**src/rtl/out_uart_tx_pkg.sv**
```systemverilog
// Shared types and constants for the output-register UART mirror.
// Serializer states, bit-timing helper and the ASCII table used by the optional sequencer.
package out_uart_tx_pkg;

    typedef enum logic [1:0] {
        S_IDLE,
        S_START,
        S_DATA,
        S_STOP
    } ser_state_e;

    localparam logic [7:0] ASCII_CR = 8'h0D;
    localparam logic [7:0] ASCII_LF = 8'h0A;

    localparam logic [7:0] HEX_TAB [16] = '{
        8'h30, 8'h31, 8'h32, 8'h33,
        8'h34, 8'h35, 8'h36, 8'h37,
        8'h38, 8'h39, 8'h41, 8'h42,
        8'h43, 8'h44, 8'h45, 8'h46
    };

    function automatic int clks_per_bit(
        input int clk_freq,
        input int baud
    );
        return clk_freq / baud;
    endfunction

    function automatic logic [7:0] hex_char(
        input logic [3:0] nib
    );
        return HEX_TAB[nib];
    endfunction

endpackage

```
**src/rtl/out_uart_tx_if.sv**
```systemverilog
// CPU-side view of the output register load: bus value, OI strobe, bus clock level.
// The CPU/control side is the master; the UART mirror only listens.
interface out_uart_tx_if;

    logic [7:0] bus;
    logic       OI;
    logic       bus_clk;

    modport master (
        output bus,
        output OI,
        output bus_clk
    );

    modport slave (
        input bus,
        input OI,
        input bus_clk
    );

endinterface

```
**src/rtl/out_uart_tx_frame.sv**
```systemverilog
// 8N1 frame serializer: one byte per accepted valid, LSB first, registered line.
// ready is high in IDLE and in the final STOP cycle so frames can run back-to-back.
module uart_tx_frame
    import out_uart_tx_pkg::*;
#(
    parameter int CLKS_PER_BIT = 100
) (
    input  logic       clk,
    input  logic       rst_n,
    input  logic [7:0] data,
    input  logic       valid,
    output logic       ready,
    output logic       tx
);

    localparam int CW = (CLKS_PER_BIT > 1) ? $clog2(CLKS_PER_BIT) : 1;
    localparam logic [CW-1:0] CNT_MAX = CW'(CLKS_PER_BIT - 1);

    ser_state_e    state_q, state_d;
    logic [CW-1:0] cnt_q, cnt_d;
    logic [2:0]    idx_q, idx_d;
    logic [7:0]    shift_q, shift_d;
    logic          tx_q, tx_d;
    logic          last;

    assign last  = (cnt_q == CNT_MAX);
    assign ready = (state_q == S_IDLE) ||
                   ((state_q == S_STOP) && last);
    assign tx    = tx_q;

    always_comb begin
        state_d = state_q;
        cnt_d   = last ? '0 : cnt_q + 1'b1;
        idx_d   = idx_q;
        shift_d = shift_q;
        unique case (state_q)
            S_IDLE: begin
                cnt_d = '0;
                if (valid) begin
                    shift_d = data;
                    state_d = S_START;
                end
            end
            S_START: begin
                if (last) begin
                    state_d = S_DATA;
                    idx_d   = '0;
                end
            end
            S_DATA: begin
                if (last) begin
                    shift_d = {1'b0, shift_q[7:1]};
                    if (idx_q == 3'd7) begin
                        state_d = S_STOP;
                    end else begin
                        idx_d = idx_q + 3'd1;
                    end
                end
            end
            S_STOP: begin
                if (last) begin
                    if (valid) begin
                        shift_d = data;
                        state_d = S_START;
                    end else begin
                        state_d = S_IDLE;
                    end
                end
            end
            default: begin
                state_d = S_IDLE;
                cnt_d   = '0;
            end
        endcase
        // Line level follows the next state so tx is a clean flop output.
        unique case (state_d)
            S_START: tx_d = 1'b0;
            S_DATA:  tx_d = shift_d[0];
            default: tx_d = 1'b1;
        endcase
    end

    always_ff @(posedge clk or negedge rst_n) begin
        if (!rst_n) begin
            state_q <= S_IDLE;
            cnt_q   <= '0;
            idx_q   <= '0;
            shift_q <= '0;
            tx_q    <= 1'b1;
        end else begin
            state_q <= state_d;
            cnt_q   <= cnt_d;
            idx_q   <= idx_d;
            shift_q <= shift_d;
            tx_q    <= tx_d;
        end
    end

endmodule

```
**src/rtl/out_uart_tx.sv**
```systemverilog
// Mirrors every output-register load onto a UART line for the host.
// Define OUT_UART_TX_ASCII_EN to send each value as "HH\r\n" instead of a raw byte.
module out_uart_tx
    import out_uart_tx_pkg::*;
#(
    parameter int CLK_FREQ   = 100000000,
    parameter int BAUD       = 1000000,
    parameter int FIFO_DEPTH = 4
) (
    input  logic          clk,
    input  logic          rst_n,
    out_uart_tx_if.slave  cpu,
    output logic          tx,
    output logic          busy,
    output logic          overflow
);

    localparam int CPB = clks_per_bit(CLK_FREQ, BAUD);
    localparam int AW  = $clog2(FIFO_DEPTH);
    localparam logic [AW:0] DEPTH_L = (AW+1)'(FIFO_DEPTH);

    logic [7:0]  mem_q [FIFO_DEPTH];
    logic [AW-1:0] wr_q, rd_q;
    logic [AW:0] cnt_q, cnt_d;
    logic        bclk_q;
    logic        push, push_ok, pop;
    logic        full, empty;
    logic        fvalid, fready, accept;
    logic [7:0]  fdata;
    logic        act_q, act_d;
    logic        busy_q, busy_d;
    logic        ovf_q;
    logic        seq_busy_d;

    assign push    = cpu.bus_clk & ~bclk_q & cpu.OI;
    assign empty   = (cnt_q == '0);
    assign full    = (cnt_q == DEPTH_L);
    assign push_ok = push & (~full | pop);
    assign accept  = fvalid & fready;

`ifdef OUT_UART_TX_ASCII_EN
    logic [1:0] chr_q, chr_d;
    logic [3:0] lo_q, lo_d;

    // Entry leaves the FIFO on its first character; low nibble is kept for the second.
    always_comb begin
        chr_d  = chr_q;
        lo_d   = lo_q;
        pop    = 1'b0;
        fvalid = (chr_q != 2'd0) | ~empty;
        unique case (chr_q)
            2'd0:    fdata = hex_char(mem_q[rd_q][7:4]);
            2'd1:    fdata = hex_char(lo_q);
            2'd2:    fdata = ASCII_CR;
            default: fdata = ASCII_LF;
        endcase
        if (accept) begin
            chr_d = chr_q + 2'd1;
            if (chr_q == 2'd0) begin
                pop  = 1'b1;
                lo_d = mem_q[rd_q][3:0];
            end
        end
        seq_busy_d = (chr_d != 2'd0);
    end

    always_ff @(posedge clk or negedge rst_n) begin
        if (!rst_n) begin
            chr_q <= '0;
            lo_q  <= '0;
        end else begin
            chr_q <= chr_d;
            lo_q  <= lo_d;
        end
    end
`else
    assign fvalid     = ~empty;
    assign fdata      = mem_q[rd_q];
    assign pop        = accept;
    assign seq_busy_d = 1'b0;
`endif

    always_comb begin
        cnt_d = cnt_q;
        if (push_ok && !pop) begin
            cnt_d = cnt_q + 1'b1;
        end else if (!push_ok && pop) begin
            cnt_d = cnt_q - 1'b1;
        end
        // Mirrors the serializer leaving IDLE without peeking at its state.
        act_d = accept ? 1'b1 : (fready ? 1'b0 : act_q);
        busy_d = act_d | (cnt_d != '0) | seq_busy_d;
    end

    always_ff @(posedge clk) begin
        if (push_ok) begin
            mem_q[wr_q] <= cpu.bus;
        end
    end

    always_ff @(posedge clk or negedge rst_n) begin
        if (!rst_n) begin
            bclk_q <= 1'b0;
            wr_q   <= '0;
            rd_q   <= '0;
            cnt_q  <= '0;
            act_q  <= 1'b0;
            busy_q <= 1'b0;
            ovf_q  <= 1'b0;
        end else begin
            bclk_q <= cpu.bus_clk;
            if (push_ok) wr_q <= wr_q + 1'b1;
            if (pop)     rd_q <= rd_q + 1'b1;
            cnt_q  <= cnt_d;
            act_q  <= act_d;
            busy_q <= busy_d;
            ovf_q  <= ovf_q | (push & full & ~pop);
        end
    end

    uart_tx_frame #(
        .CLKS_PER_BIT (CPB)
    ) u_frame (
        .clk   (clk),
        .rst_n (rst_n),
        .data  (fdata),
        .valid (fvalid),
        .ready (fready),
        .tx    (tx)
    );

    assign busy     = busy_q;
    assign overflow = ovf_q;

endmodule

```
**src/flat_wrapper.sv**
```systemverilog
// flat-port wrapper written by rule: the top's interface ports become plain ports
module out_uart_tx_flat import out_uart_tx_pkg::*;
#(
    parameter int CLK_FREQ   = 100000000,
    parameter int BAUD       = 1000000,
    parameter int FIFO_DEPTH = 4
)
  (clk, rst_n, tx, busy, overflow, cpu_bus, cpu_OI, cpu_bus_clk);
  out_uart_tx_if cpu_i ();
  input  logic clk;
  input  logic rst_n;
  output logic tx;
  output logic busy;
  output logic overflow;
  input wire logic [$bits(cpu_i.bus)-1:0] cpu_bus;
  input wire logic [$bits(cpu_i.OI)-1:0] cpu_OI;
  input wire logic [$bits(cpu_i.bus_clk)-1:0] cpu_bus_clk;
  assign cpu_i.bus = cpu_bus;
  assign cpu_i.OI = cpu_OI;
  assign cpu_i.bus_clk = cpu_bus_clk;
  out_uart_tx #(.CLK_FREQ(CLK_FREQ), .BAUD(BAUD), .FIFO_DEPTH(FIFO_DEPTH)) u_core (.clk(clk), .rst_n(rst_n), .cpu(cpu_i), .tx(tx), .busy(busy), .overflow(overflow));
endmodule
```
**config.mk**
```make
export PLATFORM = sky130hd
export DESIGN_NAME = out_uart_tx_flat
export DESIGN_NICKNAME = d
export VERILOG_FILES = /design/src/rtl/out_uart_tx_pkg.sv /design/src/rtl/out_uart_tx_if.sv /design/src/rtl/out_uart_tx_frame.sv /design/src/rtl/out_uart_tx.sv /design/src/flat_wrapper.sv
export SDC_FILE = /design/constraint.sdc
export NUM_CORES = 1
export LEC_CHECK = 0
export CAP_MARGIN = 20
export CORE_UTILIZATION = 55
export CTS_CLUSTER_SIZE = 25
export DETAILED_ROUTE_END_ITERATION = 8
export PLACE_DENSITY = 0.74
export SETUP_SLACK_MARGIN = 0.2
export SYNTH_ARGS = -nofsm -noshare
export SYNTH_HDL_FRONTEND = slang
export SYNTH_SLANG_ARGS = --single-unit
```
**constraint.sdc**
```tcl
create_clock -name clk -period 2.8 [get_ports clk]
set_input_delay 0.28 -clock clk [delete_from_list [all_inputs] [get_ports clk]]
set_output_delay 0.28 -clock clk [all_outputs]
set_load 0.05 [all_outputs]
```
; Yosys cells after proc, flatten, opt, wreduce, memory -nomap -nowiden
; Memory sizes are Yosys's and may differ from the RTL's.
; Index checks and enable logic that the tools add are counted.
[word_totals]
ram_bits = 32
ff_bits = 32
word_cells = 82
in_bits = 12
memories = 1
[classes]
n_addsub = 6
n_eq_ne = 12
n_mux = 24
bitwise_logic = 13
reduce_logical = 13
[mem_list]
columns = name, words, width, read_ports, rd_ports_with_merged_regs, write_ports, line
row1 = u_core.mem_q, 4, 8, 1, 0, 1, out_uart_tx.sv:22  ; logic [7:0] mem_q [FIFO_DEPTH];
[ops]
columns = op, count
row1 = 8-bit 2-to-1 mux, 3
row2 = 8-bit case mux with 3 select lines, 1
row3 = 3-bit 2-to-1 mux, 5
row4 = 7-bit 2-to-1 mux, 2
row5 = 2-bit 2-to-1 mux, 5
row6 = 2-bit != test (second input constant), 4
row7 = 2-bit case mux with 4 select lines, 1
row8 = 7-bit by 1-bit adder with 7-bit output (second input constant), 1
row9 = 7-bit equality test (second input constant), 1
row10 = 3-bit by 1-bit adder with 3-bit output (second input constant), 2
row11 = 1-bit bitwise AND, 6
row12 = 2-bit equality test (second input constant), 3
row13 = 3-bit equality test (second input constant), 2
row14 = 3-bit case mux with 2 select lines, 1
row15 = 3-bit nonzero test, 2
row16 = 1-bit 2-to-1 mux, 5
row17 = 2-bit by 1-bit adder with 2-bit output (second input constant), 2
row18 = 2-bit by 1-bit equality test with 1-bit output (second input constant), 2
row19 = 1-bit NOT, 4
row20 = 4-bit AND reduction, 1
row21 = 1-bit logical AND, 3
row22 = 3-bit logical NOT, 1
row23 = 1-bit bitwise OR, 3
row24 = 3-bit AND reduction, 1
row25 = other kinds (6), 7

; Logic depth before layout (Yosys ltp)
[logic_depth]
ltp_word = 12
ltp_mapped = 10
ltp_nobuf = 8

; Hierarchy
; From an unflattened synthesis, not the netlist that was laid out.
[unflattened]
hier_cells = 218
area_unflattened_um2 = 2940.3
[by_module_without_submodules]
columns = module, area_per_inst_um2, cells_each, n_inst
row1 = out_uart_tx, 1828.0, 109, 1
row2 = uart_tx_frame, 1112.3, 109, 1

; Worst setup path after synthesis
; Ideal clock, no wire load.
[synth_timing]
kind = reg-to-reg
from = reg u_core.cnt_q[1]
to = reg u_core.busy_q, in the netlist u_core.busy
arrival_time_ns = 1.889
path_stages_with_launch = 10
path_slack_ns = 0.773
n_path_buf = 2
setup_ns = 0.139
path_cell_list = dfrtp_1 > inv_1 > ha_1 > buf_2 > nor2b_1 > buf_2 > a21oi_1 > o221a_1 > o22a_1 > or4_1
[synth_between]
elab_chain_cells = 11
elab_cells_between_ends = 18
cone_classes = add/sub (2) / eq/ne (1) / mux (3) / bitwise (6) / reduce/logical (6)
[synth_rtl]
columns = element, line
row1 = from (decl), out_uart_tx.sv:24  ; logic [AW:0] cnt_q, cnt_d;
row2 = from (signal assigned), out_uart_tx.sv:114  ; cnt_q <= cnt_d;
row3 = 3-bit logical NOT, out_uart_tx.sv:36  ; assign empty = (cnt_q == '0);
row4 = 1-bit NOT, out_uart_tx.sv:77  ; assign fvalid = ~empty;
row5 = 1-bit bitwise AND, out_uart_tx.sv:39  ; assign accept = fvalid & fready;
row6 = 1-bit bitwise OR, out_uart_tx.sv:38  ; assign push_ok = push & (~full | pop);
row7 = 1-bit bitwise AND, out_uart_tx.sv:38
row8 = 1-bit logical NOT, out_uart_tx.sv:87  ; end else if (!push_ok && pop) begin
row9 = 1-bit logical AND, out_uart_tx.sv:87
row10 = 3-bit 2-to-1 mux, out_uart_tx.sv:87
row11 = 3-bit 2-to-1 mux (*), out_uart_tx.sv:85  ; if (push_ok && !pop) begin
row12 = via u_core.cnt_d[1], out_uart_tx.sv:24
row13 = 3-bit nonzero test (*), out_uart_tx.sv:92  ; busy_d = act_d | (cnt_d != '0) | seq_busy_d;
row14 = 1-bit bitwise OR (*), out_uart_tx.sv:92
row15 = via u_core.busy_d, out_uart_tx.sv:31  ; logic busy_q, busy_d;
row16 = to (signal assigned), out_uart_tx.sv:116  ; busy_q <= busy_d;
row17 = to (decl), out_uart_tx.sv:31
; Mark *: on every way through the listed nets, which the timed path passes. The rest lies on a longest branch.
; A chain may end at the register's enable or synchronous reset.

; Worst setup path after layout
; Same ends and word-level chain as after synthesis.

==> flow_summary.json <==
{
  "status": "finished clean",
  "mostFrequentLayoutCell": "edfxtp_1",
  "clk_path_buf_depth": 2,
  "worstSetupEndpointType": "register",
  "drtAntennaViolNets": 0,
  "yosys_register_bits": 64,
  "clock_skew_ps": 7.27,
  "drv_cap": 0,
  "syn2layout_area_growth_pct": 14.7,
  "grt_overflow_total": 0,
  "tightest_slew_ps": 576,
  "synthFlopType": "edfxtp_1",
  "mappedNetlistArea_mm2": 0.00281,
  "report.final.slew_viol_count": 0,
  "cts_root_buf": "clkbuf_8",
  "start_util_pct": 58.3,
  "grt_pass1_vias": 1672,
  "nets": 250,
  "drive_above_1_share_pct": 15.9,
  "place_inst": 284,
  "portBuffers": 14,
  "grt_pass1_wl_mm": 7.95,
  "p_per_area_mw_per_mm2": 664,
  "crit_path_start_kind": "register",
  "rows": 25,
  "fp.dieW_um": 73.5,
  "synthCells": 204,
  "wirelength_mm": 4.74,
  "grt.total_usage_pct": 20.5,
  "clk_pin_slew_ps": 80,
  "dp.final_hpwl_mm": 3.45,
  "n_antenna_cell": 0,
  "crit_fanout": 9,
  "critPathArrivalTime_ps": 2650,
  "max-vdd-ir-drop_mv": 0.445,
  "drc": 0,
  "setup-violations-final": 0,
  "mostFrequentLayoutCells": "32 x edfxtp_1, 31 x dfrtp_1, 23 x nand2_1",
  "cts_tree": "done",
  "period_needed_ps": 2440,
  "cts_buffers": 9,
  "place.gp.congestion": 0.879,
  "grt_max_degree": 33,
  "max_freq_ghz": 0.409,
  "dr.pass1.iters": 4,
  "io_pins": 15,
  "design_area_mm2": 0.00322,
  "vias_per_cell": 5.58,
  "synth_enable_flop_cells": 32,
  "antenna_found_initial": 0,
  "ys_async_sr_fraction_pct": 50.0,
  "rsz0062_at_grt": "false",
  "finalSetupTns_ps": 0,
  "ys_warn_count": 0,
  "dr_total_vias": 1673,
  "hp-class": "input port to asynchronous set/reset pin",
  "worst_ep_required_time_ps": 3010,
  "fin_crit_sh_pct": 87.2,
  "relSlewSlack_pct": 61.4,
  "worst_skew_pair.late_latency_ps": 340,
  "instances_no_fill": 300,
  "clock-sinks": 64,
  "wire_per_inst_um": 15.8,
  "holdWs_ps": 330,
  "ys_types": 41,
  "htree_levels": 3,
  "fp.dieArea_mm2": 0.00540,
  "core-area_mm2": 0.00482,
  "postPlaceCellArea_mm2": 0.00304,
  "leakagePower_nw": 1.22,
  "first_iter_violations": 90,
  "synthesis.nets": 226,
  "postCtsResizedCells": 0,
  "cts_setup_buffers": 0,
  "ys_seq_area_share_pct": 62.7,
  "criticalPathCategory": "register to register",
  "avgSynthCellArea_um2": 13.8,
  "die_y_um": 73.5,
  "hold_buffers": 0,
  "hold_viol_final": 0
}
==> stage by stage <==
stage	setup WS [ps]	total power, mW	util, %
global placement	510	1.43	63.2
global route	252	2.23	66.9
floorplan	773	1.34	-
finish	357	2.14	66.9
CTS	365	2.16	66.9
detailed placement	380	1.45	63.2
==> path summary, 6_finish.rpt <==
kind / startpoint / to / slack [ps] / cells past startpoint
worst max-delay path: u_core.cnt_q[1] / u_core.busy / 360 / 7
max in group asynchronous: rst_n / u_core.u_frame.tx / 2140 / 2
worst min register to register: u_core.u_frame.cnt_q[0] / u_core.u_frame.cnt_q[0] / 460 / 1
min in group clk: cpu_bus_clk / u_core.bclk_q / 450 / 1
worst min-delay path: rst_n / u_core.u_frame.shift_q[4] / 330 / 2
worst max register to register: u_core.cnt_q[1] / u_core.busy / 360 / 7
==> registers in the layout (all words and copies together) (netlist names), 2 cells and up <==
register	cells
u_core.u_frame.cnt_q	7
u_core.wr_q	2
u_core.u_frame.shift_q	8
u_core.rd_q	2
u_core.cnt_q	3
u_core.u_frame.idx_q	3
u_core.mem_q	32
u_core.u_frame.state_q	2
==> where the power goes <==
part | total (mW) | switching (mW) | internal [mW]
clock network | 0.707 | 0.377 | 0.329
registers | 1.11 | 0.0477 | 1.06
logic | 0.328 | 0.191 | 0.137
==> Yosys cell counts (3+ instances only) <==
cell	number	area, um^2
a21oi_1	6	30.0
ha_1	10	125
o21ai_0	4	20.0
nand3_1	5	25.0
nor2_1	13	48.8
dfrtp_1	31	776
inv_1	7	26.3
a22oi_1	9	67.6
edfxtp_1	32	961
mux4_2	8	180
nand2_1	23	86.3
o211ai_1	4	30.0
buf_2	4	20.0
xor2_1	3	26.3
xnor2_1	7	61.3
and2_1	4	25.0
o21ai_1	4	20.0
==> per-layer routing <==
metal	wire, um	share of wire (%)	vias up	GRT usage [%]
met5	0	0	-	0
met4	106	2.2	0	10.7
met3	180	3.8	11	5.90
met2	2210	47	47	29.6
met1	2240	47	809	28.4
li1	-	-	806	-
==> worst max-delay path, stage by stage, from the launching register on <==
cell     delay (ps)
dfrtp_1         430
inv_1           130
ha_1            340
nor2b_1         440
a21oi_1         140
o221a_1         140
o22a_1          190
or4_1           500
==> logic make-up (layout without fill, tap and decap cells) <==
logic type / count (synthesis) / after routing / share of synthesized area [%]
multiplexers: 10 / 10 / 7.12
flip-flops: 64 / 64 / 62.7
XOR/XNOR: 10 / 10 / 3.12
adder cells (fa/ha/maj): 10 / 10 / 4.45
AND/OR/NAND/NOR: 61 / 61 / 11.8
AO/OA/AOI/OAI: 36 / 36 / 8.90
buffers and inverters: 13 / 42 / 1.91
==> cell type report <==
class                   count  area (um^2)
flip-flops and latches     64         1760
well taps                  67         83.8
clock buffers               9          124
clock inverters             7         56.3
inverters                   7         26.3
fillers                   346         1590
repair buffers             19          178
multi-input cells         127          993
Power figures use the tool's default switching activity.
